$ cat config.mk
export PLATFORM = sky130hd
export DESIGN_NAME = width_expander
export DESIGN_NICKNAME = d
export VERILOG_FILES = /design/src/rtl/width_conv_pkg.sv /design/src/rtl/width_expander.sv
export SDC_FILE = /design/constraint.sdc
export NUM_CORES = 1
export LEC_CHECK = 0
export CORE_ASPECT_RATIO = 1.4
export CORE_MARGIN = 4
export CORE_UTILIZATION = 30
export CTS_CLUSTER_SIZE = 10
export DETAILED_ROUTE_END_ITERATION = 10
export PLACE_DENSITY = 0.51
export SLEW_MARGIN = 20
export SYNTH_ARGS = -nofsm -noshare
export SYNTH_HDL_FRONTEND = slang
export SYNTH_SLANG_ARGS = --single-unit
$ cat constraint.sdc
create_clock -name clk -period 8.7 [get_ports clk]
set_input_delay 2.61 -clock clk [delete_from_list [all_inputs] [get_ports clk]]
set_output_delay 2.61 -clock clk [all_outputs]
set_load 0.005 [all_outputs]
$ cat src/rtl/width_conv_pkg.sv
// Shared definitions for the width reductor / expander pair.
package width_conv_pkg;

    localparam int DEF_W_DATA = 16;
    localparam int DEF_NO     = 4;

    // Width of a lane-count field able to hold 0..no.
    function automatic int calc_w_cnt(input int no);
        return $clog2(no + 1);
    endfunction

    // Wide word as an array of lanes; lane 0 occupies the LSBs.
    typedef logic [DEF_NO-1:0][DEF_W_DATA-1:0] lane_arr_t;

endpackage

$ cat src/rtl/width_expander.sv
// Packs up to NO consecutive narrow elements into one registered wide word.
// A word closes when NO elements are collected or an element carries last.
module width_expander
    import width_conv_pkg::*;
#(
    parameter  int W_DATA = 16,
    parameter  int NO     = 4,
    localparam int W_CNT  = calc_w_cnt(NO)
) (
    input  logic                        clk,
    input  logic                        rst,
    input  logic                        din_valid,
    output logic                        din_ready,
    input  logic [W_DATA:0]             din_data,
    output logic                        dout_valid,
    input  logic                        dout_ready,
    output logic [W_CNT+NO*W_DATA:0]    dout_data
);

    localparam int               W_IDX   = $clog2(NO);
    localparam logic [W_IDX-1:0] CNT_TOP = W_IDX'(NO - 1);

    typedef logic [NO-1:0][W_DATA-1:0] lanes_t;

    logic [W_IDX-1:0]  cnt_q, cnt_d;
    logic [W_DATA-1:0] buf_q [NO-1];
    logic [W_DATA-1:0] buf_d [NO-1];
    logic              valid_q, valid_d;
    logic              last_q, last_d;
    logic [W_CNT-1:0]  nlanes_q, nlanes_d;
    lanes_t            lanes_q, lanes_d;

    logic              din_last;
    logic [W_DATA-1:0] din_elem;
    logic              closing;
    logic              accept;

    assign din_last = din_data[W_DATA];
    assign din_elem = din_data[W_DATA-1:0];

    // An element closes the word when it fills the last lane or carries last.
    assign closing = (cnt_q == CNT_TOP) || din_last;

    // Non-closing elements only touch the buffer, so they never wait on the output.
    assign din_ready = !valid_q || dout_ready || !closing;
    assign accept    = din_valid && din_ready;

    assign dout_valid = valid_q;
    assign dout_data  = {last_q, nlanes_q, lanes_q};

    // Next-state: buffer fill on non-closing elements, output load on closing ones.
    always_comb begin
        // NOTE: every target gets a default first so no path leaves it unassigned (no latch).
        cnt_d    = cnt_q;
        buf_d    = buf_q;
        valid_d  = valid_q;
        last_d   = last_q;
        nlanes_d = nlanes_q;
        lanes_d  = lanes_q;

        // Downstream handshake drains the register; a simultaneous close reloads it below.
        if (dout_ready) begin
            valid_d = 1'b0;
        end

        if (accept) begin
            if (closing) begin
                lanes_d = '0;
                for (int k = 0; k < NO - 1; k++) begin
                    if (W_IDX'(k) < cnt_q) begin
                        lanes_d[k] = buf_q[k];
                    end
                end
                for (int k = 0; k < NO; k++) begin
                    if (W_IDX'(k) == cnt_q) begin
                        lanes_d[k] = din_elem;
                    end
                end
                nlanes_d = W_CNT'(cnt_q) + W_CNT'(1);
                last_d   = din_last;
                valid_d  = 1'b1;
                cnt_d    = '0;
            end else begin
                for (int k = 0; k < NO - 1; k++) begin
                    if (W_IDX'(k) == cnt_q) begin
                        buf_d[k] = din_elem;
                    end
                end
                cnt_d = cnt_q + W_IDX'(1);
            end
        end
    end

    // State registers: fill counter, lane buffer and output word.
    always_ff @(posedge clk or posedge rst) begin
        if (rst) begin
            cnt_q    <= '0;
            valid_q  <= 1'b0;
            last_q   <= 1'b0;
            nlanes_q <= '0;
            lanes_q  <= '0;
            // NOTE: the buffer is tiny and cleared on reset so a dropped partial word leaves no trace.
            for (int k = 0; k < NO - 1; k++) begin
                buf_q[k] <= '0;
            end
        end else begin
            // NOTE: non-blocking updates keep every flop sampling pre-edge values.
            cnt_q    <= cnt_d;
            valid_q  <= valid_d;
            last_q   <= last_d;
            nlanes_q <= nlanes_d;
            lanes_q  <= lanes_d;
            for (int k = 0; k < NO - 1; k++) begin
                buf_q[k] <= buf_d[k];
            end
        end
    end

endmodule

==> run_results.csv, run 1 <==
group,metric,value,unit
setup_path,r2r_slack,5.88,ns
cts,clock_path_buffers,2,
layout,area_delta_synth_final,29.7,%
drt,drc,0,
drt,wirelength,12.4,mm
cts,clkSinkCount,119,
global_route,grt_pass1_wl,19.7,mm
timing,rsz0062_at_grt,"no",
cts,cts_buffers,17,
pwr,p_per_area,364,nW/µm²
global_route,grt_pass1_vias,3451,
die,initial_core_util,0.306,
cts,cts_tree,"done",
cts,hold_buffers,0,
place,hpwl,8.18,mm
die,die_area,19900,µm²
cts,htree_levels,4,
setup_path,arrival,3.98,ns
timing,max_slew_margin,0.305,
drt,via_per_inst,4.62,
die,rows,57,
synthesis,yosys-top-cells-area,"dfrtp_1, mux2_2, mux2_4",
synthesis,async_reset_ff_frac,1.00,
layout,layout-drive-gt1-share,0.323,
global_route,grt_usage,0.132,
synthesis,avgSynthCellArea,14.4,µm²
cts,clockRootBuffer,"clkbuf_16",
layout,postLayoutCellArea,6880,µm²
place,placed_area,6310,µm²
die,die_h,165,µm
place,io_buffers,90,
timing,worst_slew_pin_slew,1.04,ns
drt,ant_nets,0,
pwr,finalPower,0.00250,W
synthesis,synth_area_leader_cell,"dfrtp_1",
place,gp_congestion,0.701,
global_route,overflow,0,
cts,clock_latency,0.41,ns
global_route,antenna_found_initial,0,
timing,clock_skew,0.00731,ns
run_status,status,"finished, final reports clean",
synthesis,syn_nets,395,
setup_path,end_kind,"output port",
pwr,leakage,3.03,nW
pwr,vdd_ir_drop_max,144,µV
synthesis,yosysUniqueCellTypes,28,
cts,cts_resized,0,
layout,utilization,0.397,
cts,post-cts-setup-buffers,0,
timing,finalCriticalPeriod,6.59,ns
timing,timing.final.crit_share,0.757,
timing,setup_violations,0,
drt,vias,3247,
timing,finalHoldViolCount,0,
timing,drv_slew,0,
die,coreArea,17300,µm²
timing,setup-tns-final,0,ns
layout,num_antenna_cells,0,
synthesis,syn_area,5300,µm²
synthesis,synth-edff-count,0,
global_route,grt_start_max_net_pins,72,
drt,first_pass_iters,4,
cts,clk_pin_slew,0.05,ns
synthesis,synth_top_area_share,0.561,
setup_path,crit_fanout,8,
drt,wl_per_cell,17.7,µm
synthesis,synth_warnings,0,
synthesis,synthFlopType,"dfrtp_1",
timing,fmax,152,MHz
worst_hold_path,hold_path.class,"reg -> reg",
synthesis,synth-seq-area-share,0.561,
synthesis,synth_seq_cells,119,
die,die_w,120,µm
timing,fin_hold_ws,0.497,ns
job,drv_cap,0,
die,num_io_pins,91,
setup_path,critPathKind,"in -> out",
synthesis,yosysMostFrequentCell,"dfrtp_1",
synthesis,netlist_instances,369,
setup_path,worstPathRequired,6.09,ns
drt,drtIter0Drc,105,
synthesis,synthTopCellsByCount,"dfrtp_1, mux2_2, nand2_1",
setup_path,start_kind,"primary input",
layout,nNetsFinal,480,
-- routing by layer --
metal | vias up | track usage | wire length (µm)
li1 | 1487 | - | -
met5 | - | 0 | 0
met1 | 1663 | 0.156 | 5110
met2 | 79 | 0.221 | 6470
met3 | 18 | 0.0354 | 540
met4 | 0 | 0.0675 | 285
-- final timing paths --
check / cells past startpoint / from / endpoint
max: 4 / din_data[16] / din_ready
min: 1 / dout_data[55] / dout_data[55]
max reg2reg: 4 / cnt_q[1] / buf_q[44]
min reg2reg: 1 / dout_data[55] / dout_data[55]
max in group asynchronous: 3 / rst / dout_data[11]
min in group asynchronous: 2 / rst / dout_data[35]
-- registers in the layout, indices dropped and copies added, names as in the netlist --
signal and count:
dout_valid 1, nlanes_q 3, dout_data 64, cnt_q 2, buf_q 48, last_q 1
-- through the flow --
| stage | setup WS (ns) | cells |
|---|---|---|
| 2_1_floorplan | 2.93 | 369 |
| 3_3_place_gp | 2.13 | 671 |
| 3_5_place_dp | 2.12 | 671 |
| 4_1_cts | 2.11 | 703 |
| 5_1_grt | 2.06 | 703 |
| 6_report | 2.11 | 703 |
-- kinds of logic after synthesis --
group,Yosys count,synth area share
AOI/OAI and AO/OA,54,0.0738
buffers and inverters,30,0.0420
adders and majority gates,5,0.0118
and+or+nand+nor,47,0.0455
DFF,119,0.561
muxes,114,0.265
-- where the power goes --
part	total [W]	switching [W]	internal (W)	leakage (nW)
combinational	0.000887	0.000306	0.000581	1.25
sequential	0.000949	0.000142	0.000806	1.50
clock	0.000669	0.000237	0.000432	0.283
total	0.00250	0.000685	0.00182	3.03
-- critical path, stage by stage --
cell,delay [ns]
clkdlybuf4s50_1,0.53
nor2_4,0.08
or2_2,0.31
clkdlybuf4s50_1,0.45
-- area by class of cell --
class,instances,area (µm²)
Fill cell,1641,10500
Sequential cell,119,2980
Multi-Input combinational cell,220,2110
Timing Repair Buffer,92,916
Clock buffer,22,464
Tap cell,236,295
Clock inverter,10,103
Inverter,4,17.5
-- placed cells by master, fill, tap and decap left out, drive strengths merged --
master / Yosys / final
a21o: 1 / 1
a21oi: 1 / 1
a22o: 30 / 30
a31oi: 1 / 1
a32o: 1 / 1
and3: 3 / 3
buf: 21 / 2
bufinv: 0 / 2
clkbuf: 5 / 22
clkdlybuf4s50: 0 / 90
clkinv: 0 / 7
clkinvlp: 0 / 1
dfrtp: 119 / 119
ha: 5 / 5
inv: 4 / 4
mux2: 114 / 114
nand2: 37 / 37
nand2b: 1 / 1
nand3: 1 / 1
nand3b: 1 / 1
nand4: 1 / 1
nor2: 1 / 1
nor2b: 1 / 1
o21ai: 20 / 20
or2: 1 / 1
Power figures use the tool's default switching activity.
==> run 2, diff against run 1 <==
--- a/config.mk
+++ b/config.mk
@@ -10,7 +10,7 @@
 export CORE_UTILIZATION = 30
 export CTS_CLUSTER_SIZE = 10
 export DETAILED_ROUTE_END_ITERATION = 10
-export PLACE_DENSITY = 0.51
+export PLACE_DENSITY = 0.53
 export SLEW_MARGIN = 20
 export SYNTH_ARGS = -nofsm -noshare
 export SYNTH_HDL_FRONTEND = slang
==> constraint.sdc (replaced) <==
create_clock -name clk -period 5.42 [get_ports clk]
set_input_delay 1.626 -clock clk [delete_from_list [all_inputs] [get_ports clk]]
set_output_delay 1.626 -clock clk [all_outputs]
set_load 0.005 [all_outputs]
==> run 2 against run 1 <==
Net effect:
- first-iteration DRC count is 6.7% higher
- critical path depth unchanged
- sequential power rose by 60%
- die area unchanged
- via count down 0.65%
- combinational power rose by 61%
==> run_results.csv, run 2 (same netlist as run 1, synthesis figures left out) <==
group,metric,value,unit
run_status,status,"finished, final reports clean",
cts,clk_pin_slew,0.05,ns
die,die_w,120,µm
die,die_area,19900,µm²
drt,first_pass_iters,4,
place,placed_area,6310,µm²
die,num_io_pins,91,
place,placed_cells,671,
pwr,leakage,3.01,nW
die,coreArea,17300,µm²
cts,htree_levels,4,
drt,ant_nets,0,
timing,worst_slew_pin_slew,1.04,ns
drt,drtIter0Drc,112,
layout,final_cell_mix,"dfrtp_1, clkdlybuf4s50_1, mux2_2, nand2_1, mux2_4",
drt,vias,3226,
die,die_h,165,µm
setup_path,arrival,3.01,ns
global_route,grt_start_max_net_pins,68,
die,rows,57,
timing,finalCriticalPeriod,4.64,ns
timing,finalHoldViolCount,0,
timing,fin_hold_ws,0.488,ns
setup_path,worstPathRequired,3.79,ns
cts,post-cts-setup-buffers,0,
global_route,grt_pass1_wl,20.0,mm
timing,rsz0062_at_grt,"no",
global_route,grt_usage,0.133,
drt,drc,0,
layout,postLayoutCellArea,6870,µm²
timing,setup-tns-final,0,ns
drt,wl_per_cell,17.8,µm
job,drv_cap,0,
timing,drv_slew,0,
place,hpwl,8.28,mm
timing,fmax,216,MHz
setup_path,critPathKind,"in -> out",
timing,timing.final.crit_share,0.856,
timing,max_slew_margin,0.307,
cts,clockRootBuffer,"clkbuf_16",
layout,nNetsFinal,480,
layout,layout_commonest_cell,"dfrtp_1",
cts,clock_latency,0.41,ns
drt,wirelength,12.5,mm
setup_path,end_kind,"output port",
pwr,vdd_ir_drop_max,239,µV
layout,area_delta_synth_final,29.5,%
layout,final_cells,703,
setup_path,crit_fanout,8,
cts,hold_buffers,0,
global_route,grt_pass1_vias,3536,
drt,via_per_inst,4.59,
die,initial_core_util,0.306,
timing,setup_violations,0,
global_route,antenna_found_initial,0,
cts,cts_buffers,17,
setup_path,start_kind,"primary input",
place,gp_congestion,0.722,
global_route,overflow,0,
layout,layout-drive-gt1-share,0.325,
place,io_buffers,90,
timing,clock_skew,0.00473,ns
pwr,p_per_area,582,nW/µm²
cts,cts_tree,"done",
cts,clock_path_buffers,2,
cts,cts_resized,0,
layout,num_antenna_cells,0,
layout,largest_reg_flops,64,
cts,clkSinkCount,119,
worst_hold_path,hold_path.class,"reg -> reg",
-- run 2: power by group --
part	switching [W]	internal, W	leakage [nW]
registers	0.000228	0.00129	1.50
logic	0.000495	0.000933	1.24
clock network	0.000386	0.000660	0.272
-- run 2: worst max-delay path: stages --
cell,delay (ns)
clkdlybuf4s50_1,0.53
nor2_4,0.08
or2_2,0.32
clkdlybuf4s50_1,0.46
-- run 2: worst paths after layout --
kind                       slack, ns          from            end  cells after the start
max                             0.78  din_data[16]      din_ready                      4
min                             0.49   nlanes_q[2]    nlanes_q[2]                      1
max reg2reg                     2.55      cnt_q[1]      buf_q[42]                      4
min reg2reg                     0.49   nlanes_q[2]    nlanes_q[2]                      1
max in group asynchronous       2.76           rst  dout_data[11]                      3
min in group asynchronous       1.66           rst  dout_data[36]                      2
-- run 2: cell type report --
class	instances	area (µm²)
flip-flops and latches	119	2980
fillers	1691	10500
clock buffers	23	478
multi-input cells	220	2110
repair buffers	92	916
inverters	4	17.5
clock inverters	9	75.1
well taps	236	295
-- run 2: layer usage --
metal / global-route usage / share of wire / vias up
met4: 0.0588 / 0.018 / 0
li1: - / - / 1491
met5: 0 / 0 / -
met3: 0.0317 / 0.033 / 15
met2: 0.232 / 0.53 / 66
met1: 0.156 / 0.42 / 1654
-- run 2: through the flow --
stage,util,setup slack [ns],total power [W]
after CTS,0.396,0.776,0.00407
after floorplan,-,0.637,0.00235
after detailed placement,0.364,0.787,0.00300
after global placement,0.364,0.809,0.00296
after global routing,0.396,0.727,0.00426
final,0.396,0.783,0.00400
==> run 3, diff against run 2 <==
--- a/config.mk
+++ b/config.mk
@@ -5,6 +5,7 @@
 export SDC_FILE = /design/constraint.sdc
 export NUM_CORES = 1
 export LEC_CHECK = 0
+export ABC_CLOCK_PERIOD_IN_PS = 5420
 export CORE_ASPECT_RATIO = 1.4
 export CORE_MARGIN = 4
 export CORE_UTILIZATION = 30
==> results of run 3 <==
No change in the layout: final DEF, timing and power equal those of run 2.
